### config.mk
export PLATFORM = sky130hd
export DESIGN_NAME = apu_sample_capture
export DESIGN_NICKNAME = d
export VERILOG_FILES = /design/src/rtl/apu_sample_capture.sv
export SDC_FILE = /design/constraint.sdc
export NUM_CORES = 1
export LEC_CHECK = 0
export ABC_CLOCK_PERIOD_IN_PS = 3900
export CORE_MARGIN = 1
export CORE_UTILIZATION = 30
export CTS_CLUSTER_SIZE = 20
export DETAILED_ROUTE_END_ITERATION = 7
export GPL_TIMING_DRIVEN = 1
export SYNTH_ARGS = -nofsm -noshare
export SYNTH_HDL_FRONTEND = slang
export SYNTH_SLANG_ARGS = --single-unit
### constraint.sdc
create_clock -name CLK -period 3.9 [get_ports CLK]
set_input_delay 0.585 -clock CLK [delete_from_list [all_inputs] [get_ports CLK]]
set_output_delay 0.585 -clock CLK [all_outputs]
set_load 0.005 [all_outputs]
### src/rtl/apu_sample_capture.sv
// Purpose: box-car accumulate 2^DECIM_LOG2 strobed AIN codes into left-aligned 16-bit PCM words, queued in a FWFT FIFO.
// Latency: the word from a window-end strobe at edge N is on OUT_DATA/OUT_VALID right after edge N when the FIFO was empty.
// Backpressure: OUT_VALID/OUT_READY handshake; a window completing into a full FIFO without a pop is dropped and sets sticky OVF.
module apu_sample_capture #(
    parameter int DECIM_LOG2 = 5,
    parameter int FIFO_LOG2  = 2
) (
    input  logic                 CLK,
    input  logic                 n_RES,
    input  logic                 SMP,
    input  logic [7:0]           AIN,
    input  logic                 CLR,
    input  logic                 OUT_READY,
    output logic                 OUT_VALID,
    output logic [15:0]          OUT_DATA,
    output logic [FIFO_LOG2:0]   LEVEL,
    output logic                 OVF
);

    localparam int AW    = 8 + DECIM_LOG2;
    // Keep the counter at least one bit wide so DECIM_LOG2=0 still elaborates;
    // in that case it sits at 0 and every strobe is a window end.
    localparam int CW    = (DECIM_LOG2 > 0) ? DECIM_LOG2 : 1;
    localparam int DEPTH = 1 << FIFO_LOG2;
    localparam int PW    = FIFO_LOG2 + 1;
    localparam logic [CW-1:0] CNT_LAST = CW'((1 << DECIM_LOG2) - 1);

    logic [AW-1:0]  acc_q, acc_d;
    logic [CW-1:0]  cnt_q, cnt_d;
    logic [PW-1:0]  wr_ptr_q, wr_ptr_d;
    logic [PW-1:0]  rd_ptr_q, rd_ptr_d;
    logic           ovf_q, ovf_d;
    logic [15:0]    fifo_mem [DEPTH];

    logic           fifo_empty;
    logic           fifo_full;
    logic           win_end;
    logic           pop;
    logic           push_ok;
    logic [AW-1:0]  win_sum;
    logic [15:0]    win_word;

    // Pointers carry one extra wrap bit so full and empty are distinguishable.
    assign fifo_empty = (wr_ptr_q == rd_ptr_q);
    assign fifo_full  = (wr_ptr_q[FIFO_LOG2] != rd_ptr_q[FIFO_LOG2]) &&
                        (wr_ptr_q[FIFO_LOG2-1:0] == rd_ptr_q[FIFO_LOG2-1:0]);

    // Accumulator width is 8+DECIM_LOG2, so the window sum can never wrap.
    assign win_sum  = acc_q + AW'(AIN);
    assign win_word = 16'(win_sum) << (8 - DECIM_LOG2);

    // CLR masks both the window-end push and the pop.
    assign win_end = !CLR && SMP && (cnt_q == CNT_LAST);
    assign pop     = !CLR && !fifo_empty && OUT_READY;
    // A pop on the same edge frees the slot, so a full FIFO still accepts.
    assign push_ok = win_end && (!fifo_full || pop);

    // Next-state: clear dominates, then accumulation, pop and push/overflow.
    always_comb begin
        acc_d    = acc_q;
        cnt_d    = cnt_q;
        wr_ptr_d = wr_ptr_q;
        rd_ptr_d = rd_ptr_q;
        ovf_d    = ovf_q;
        if (CLR) begin
            acc_d    = '0;
            cnt_d    = '0;
            wr_ptr_d = '0;
            rd_ptr_d = '0;
            ovf_d    = 1'b0;
        end else begin
            if (SMP) begin
                if (cnt_q == CNT_LAST) begin
                    acc_d = '0;
                    cnt_d = '0;
                end else begin
                    acc_d = win_sum;
                    cnt_d = cnt_q + CW'(1);
                end
            end
            if (pop) begin
                rd_ptr_d = rd_ptr_q + PW'(1);
            end
            if (push_ok) begin
                wr_ptr_d = wr_ptr_q + PW'(1);
            end else if (win_end) begin
                ovf_d = 1'b1;
            end
        end
    end

    // Control state register with asynchronous reset.
    always_ff @(posedge CLK or negedge n_RES) begin
        if (!n_RES) begin
            acc_q    <= '0;
            cnt_q    <= '0;
            wr_ptr_q <= '0;
            rd_ptr_q <= '0;
            ovf_q    <= 1'b0;
        end else begin
            acc_q    <= acc_d;
            cnt_q    <= cnt_d;
            wr_ptr_q <= wr_ptr_d;
            rd_ptr_q <= rd_ptr_d;
            ovf_q    <= ovf_d;
        end
    end

    // FIFO storage needs no reset: contents are only visible through the pointers.
    always_ff @(posedge CLK) begin
        if (push_ok) begin
            fifo_mem[wr_ptr_q[FIFO_LOG2-1:0]] <= win_word;
        end
    end

    // Outputs decode registered state only; the head reads as zero when empty.
    assign OUT_VALID = !fifo_empty;
    assign OUT_DATA  = fifo_empty ? 16'h0000 : fifo_mem[rd_ptr_q[FIFO_LOG2-1:0]];
    assign LEVEL     = wr_ptr_q - rd_ptr_q;
    assign OVF       = ovf_q;

endmodule

# Yosys cells after proc, flatten, opt, wreduce, memory -nomap -nowiden
# Memories as Yosys holds them, arrays and structs flattened.
# Index checks and enable logic that the tools add are counted.
# word_totals
ff_bits,25
latchBits,0
ramBits,52
rom_bits,0
input_bits,13
out_inout_bits,21
elab_cells,47
memories,1
# op_classes
n_addsub,5
mul,0
n_div,0
n_lt_le_gt_ge,0
eq_ne,5
shift,0
muxes,16
bitwise,0
reduce_logical,15
# mem_list
name,depth,word_bits,rd,rd_clocked_by_memory_dff,write_ports,line_no,rtl
fifo_mem,4,13,1,0,1,33,logic [15:0] fifo_mem [DEPTH];
# op_table
cell,count
13-bit 2-to-1 mux,3
16-bit 2-to-1 mux,1
5-bit 2-to-1 mux,3
13-bit by 8-bit adder with 13-bit output,1
3-bit 2-to-1 mux,4
2-bit nonzero test,4
"3-bit by 1-bit adder with 3-bit output, second input constant",2
1-bit logical AND,6
"5-bit by 1-bit adder with 5-bit output, second input constant",1
"5-bit equality test, second input constant",1
1-bit 2-to-1 mux,5
3-bit equality test,1
1-bit zero test,3
3-bit subtractor,1
2-bit equality test,1
"2-bit != test, second input constant",1
2-bit AND reduction,1
1-bit logical OR,1
1-bit != test,1

# Depth between registers and ports, before layout
# depth
word_depth,8
ltp_mapped,8
mapped_depth_nobuf,8

# Worst setup path before layout
# Ideal clock, no wire load.
# synth_timing
kind,input to register
startpoint,input AIN[0]
endpoint,register acc_q[10]
setup_time_ns,0.087
arrival_time_ns,2.301
path_slack_ns,1.512
stages,8
path_buffers,0
path_cell_list,ha_1 > inv_1 > fa_1 > and2b_1 > o21bai_1 > a32o_2 > or4_1 > o211ai_1
# synth_between
elab_chain_len,4
# synth_rtl
item,line_no,rtl
start: declaration,11,"input logic [7:0] AIN,"
13-bit by 8-bit adder with 13-bit output,49,assign win_sum = acc_q + AW'(AIN);
13-bit 2-to-1 mux,73,if (cnt_q == CNT_LAST) begin
13-bit 2-to-1 mux,72,if (SMP) begin
13-bit 2-to-1 mux,65,if (CLR) begin
end signal: assignment,95,acc_q <= '0;
end signal: assignment,101,acc_q <= acc_d;
end: declaration,28,"logic [AW-1:0] acc_q, acc_d;"
# No other way between the ends. The select of a mux whose other input is x is not followed.
# A chain may end at the register's enable or synchronous reset.

# Worst setup path in the final report
# layout_timing
startpoint,register wr_ptr_q[0]
endpoint,output OUT_DATA[10]
# layout_between
elab_chain_len,2
# layout_rtl
item,line_no,rtl
start: declaration,30,"logic [PW-1:0] wr_ptr_q, wr_ptr_d;"
start signal: assignment,103,wr_ptr_q <= wr_ptr_d;
3-bit equality test,44,assign fifo_empty = (wr_ptr_q == rd_ptr_q);
16-bit 2-to-1 mux,118,assign OUT_DATA = fifo_empty ? 16'h0000 : fifo_mem[rd_ptr_q[FIFO_LOG2-1:0]];
end: declaration,15,"output logic [15:0] OUT_DATA,"
# No other way between the ends.

==> impl_metrics.py <==
metrics = {
    "status": {
        "status": "complete, no violations",
    },
    "critical_path": {
        "cp.arrival_ns": 2.46,
        "r2r_slack_ns": 1.50,
        "crit_path_top_delay_cell": "nand3_1",
        "ff2ff_path_depth": 8,
        "critical_path.max_stage_delay_ns": 0.48,
        "worstPathCellList": "inv_1 -> ha_1 -> nand3_1 -> and2_1 -> clkdlybuf4s50_1",
        "timing.rr.start": "cnt_q[0]",
        "worstSetupEndpointType": "output pin",
        "critPathTopFamily": "simple AND/OR/NAND/NOR gates",
        "r2r-end": "wr_ptr_q[2]",
        "crit_fanout": 17,
        "required_ns": 3.31,
        "crit_buf_inv": 2,
        "critPathLaunchType": "register",
        "path_class": "reg -> out",
    },
    "routing": {
        "viasPerCell": 4.83,
        "num_vias": 2212,
        "route.antenna.remaining_nets": 0,
        "wl_per_cell_um": 15.6,
        "wl_um": 7150,
        "drt_iter0_markers": 106,
        "drt-pass1-iter-count": 5,
        "drc": 0,
    },
    "synth": {
        "synth-seq-cells": 77,
        "async_flop_share_pct": 32.5,
        "synthFlopType": "edfxtp_1",
        "ys_seq_area_share_pct": 59.4,
        "avgSynthCellArea_sq_um": 13.6,
        "synth.distinct_cells": 43,
        "synth_edf_count": 52,
        "synth_area_leader_cell": "edfxtp_1",
        "syn_area_sq_mm": 0.00368,
        "postSynthCellCount": 270,
        "synth.area.top_cells": "edfxtp_1 (42%), dfrtp_1 (17%), mux4_2 (7.9%), ha_1 (5.8%), and2_1 (3.4%)",
        "synth_top_area_share_pct": 42.4,
        "yosys_warnings": 0,
    },
    "floorplanning": {
        "dieArea_sq_mm": 0.0127,
        "die_h_um": 113,
        "start_util_pct": 30.7,
        "die_w_um": 113,
        "core_sq_mm": 0.0120,
        "io_pins": 34,
        "rows": 40,
    },
    "min_path": {
        "hold_path.class": "reg -> reg",
        "holdPathStages": 2,
        "worstHoldStart": "acc_q[7]",
        "holdPathEnd": "acc_q[7]",
    },
    "clocking": {
        "clockBufferDepth": 2,
        "cts_tree": "done",
        "cts_sinks": 77,
        "holdBufCountCts": 0,
        "htree_levels": 3,
        "clk_pin_slew_ns": 0.06,
        "clkLatencyLatePin_ns": 0.33,
        "clock-root-buffer": "clkbuf_16",
        "ctsResizeCount": 0,
        "cts_setup_buffers": 0,
        "cts_made_buffers": 9,
    },
    "cells_and_area": {
        "fin_cells": 458,
        "multi_input_area_sq_mm": 0.00140,
        "syn_to_final_growth_pct": 21.0,
        "num_antenna_cells": 0,
        "seqCellArea_sq_mm": 0.00219,
        "fillers": 1161,
        "drive_above_1_share_pct": 11.6,
        "nNetsFinal": 338,
    },
    "job": {
        "cap_violations": 0,
    },
    "power_and_ir_drop": {
        "pwr-share-seq_pct": 47.5,
        "p_sw_uw": 461,
        "p_leak_uw": 0.00170,
        "pwr-share-comb_pct": 8.5,
        "switching_share_pct": 23.8,
        "internal_power_uw": 1480,
        "p_total_uw": 1940,
        "power.density_mw_per_mm2": 436,
        "p_clk_share_pct": 44.0,
        "irDropWorstVdd_uv": 225,
    },
    "timing": {
        "drv_slew": 0,
        "whs_ns": 0.500,
        "rsz0062_at_grt": "no",
        "max-slew-margin-rel_pct": 42.5,
        "setup_viol": 0,
        "post-route-min-period_ns": 3.05,
        "fmax_ghz": 0.328,
        "hold_violations": 0,
        "skew_ns": 0.00778,
        "fin_tns_setup_ns": 0,
        "period_share_pct": 78.1,
        "tightest_slew_ns": 0.862,
    },
    "grt": {
        "antenna_found_initial": 0,
        "grt_pass1_wl_um": 11500,
        "track_usage_pct": 12.1,
        "grt_pass1_vias": 2235,
        "grt_overflow_total": 0,
        "grt_max_degree": 26,
    },
    "place": {
        "dp.cells": 442,
        "io_buffers": 30,
        "dp_hpwl_um": 4830,
        "place.gp.congestion": 0.786,
    },
}
## how the worst max path moves through the flow
stage | start | end | cells past startpoint
finish | wr_ptr_q[0] | OUT_DATA[10] | 5
global route | wr_ptr_q[0] | OUT_DATA[7] | 5
CTS | rd_ptr_q[2] | OUT_DATA[10] | 4
detailed placement | AIN[0] | acc_q[10] | 9
global placement | AIN[0] | acc_q[10] | 9
floorplan | AIN[0] | acc_q[10] | 8
## flip-flops by register name (all words and copies together), names as in the netlist
name and count:
rd_ptr_q 3, wr_ptr_q 3, acc_q 13, cnt_q 5, fifo_mem 52, OVF 1
## power groups by stage
stage | combinational [uW] | clock (uW) | sequential, uW
floorplan | 113 | 0 | 935
CTS | 167 | 873 | 921
global placement | 161 | 0 | 938
finish | 166 | 855 | 922
global route | 187 | 900 | 923
detailed placement | 166 | 0 | 938
## layer usage
layer,track usage (%),vias to the layer above,routed length [um]
met5,0,-,0
met4,4.27,0,59
met3,3.05,6,252
met2,20.0,42,3540
met1,15.5,1100,3300
li1,-,1064,-
## per-stage QoR
stage,area (sq um),utilization (%),setup slack (ns)
floorplan,3690,-,1.51
global placement,4150,34.6,0.926
detailed placement,4150,34.6,0.881
CTS,4460,37.1,0.690
global route,4460,37.1,0.661
finish,4460,37.1,0.852
## synthesized netlist by cell type, types with 2 or more instances
cell type,instances
a211oi_1,2
a21boi_0,2
a21o_1,2
a21oi_1,9
a22o_1,5
and2_1,20
and3_1,2
buf_2,2
buf_4,3
clkbuf_1,6
dfrtp_1,25
edfxtp_1,52
fa_1,2
ha_1,17
inv_1,14
mux2i_1,3
mux4_2,13
nand2_1,14
nand3_1,7
nor2_1,16
nor3_1,2
o211ai_1,3
o21a_1,2
o21ai_0,12
o21bai_1,2
or4_1,2
xnor2_1,8
xor2_1,8
## tightest hold or removal path, cell delays in order, from the launching register on
cell and delay (ns):
dfrtp_1 0.34, nand2_1 0.05, o31ai_1 0.07
## kinds of logic after synthesis
kind of cell               Yosys count  synth area share (%)
AOI/OAI and AO/OA                   46                  8.49
xor gates and xnor gates            16                  3.80
adders and majority gates           19                  6.86
buffers and inverters               25                  2.92
DFF                                 77                  59.4
muxes                               16                  8.76
other                                1                 0.102
and+or+nand+nor                     70                  9.71
## cell type report
| cell class | instances | area share (%) |
|---|---|---|
| clock buffer | 9 | 5.05 |
| clock inverter | 7 | 1.85 |
| inverter | 14 | 1.18 |
| multi-input combinational | 170 | 31.3 |
| sequential | 77 | 49.0 |
| tap | 147 | 4.12 |
| timing repair buffer | 34 | 7.41 |
## layout by cell type (no fill, tap or decap), types with 9 or more instances in the layout
cell             instances
clkdlybuf4s50_1         30
inv_1                   14
ha_1                    17
mux4_2                  13
a21oi_1                  9
clkbuf_16                9
o21ai_0                 12
dfrtp_1                 25
and2_1                  20
nor2_1                  16
edfxtp_1                52
nand2_1                 14
No activity file was read; power rests on OpenSTA's default activity.
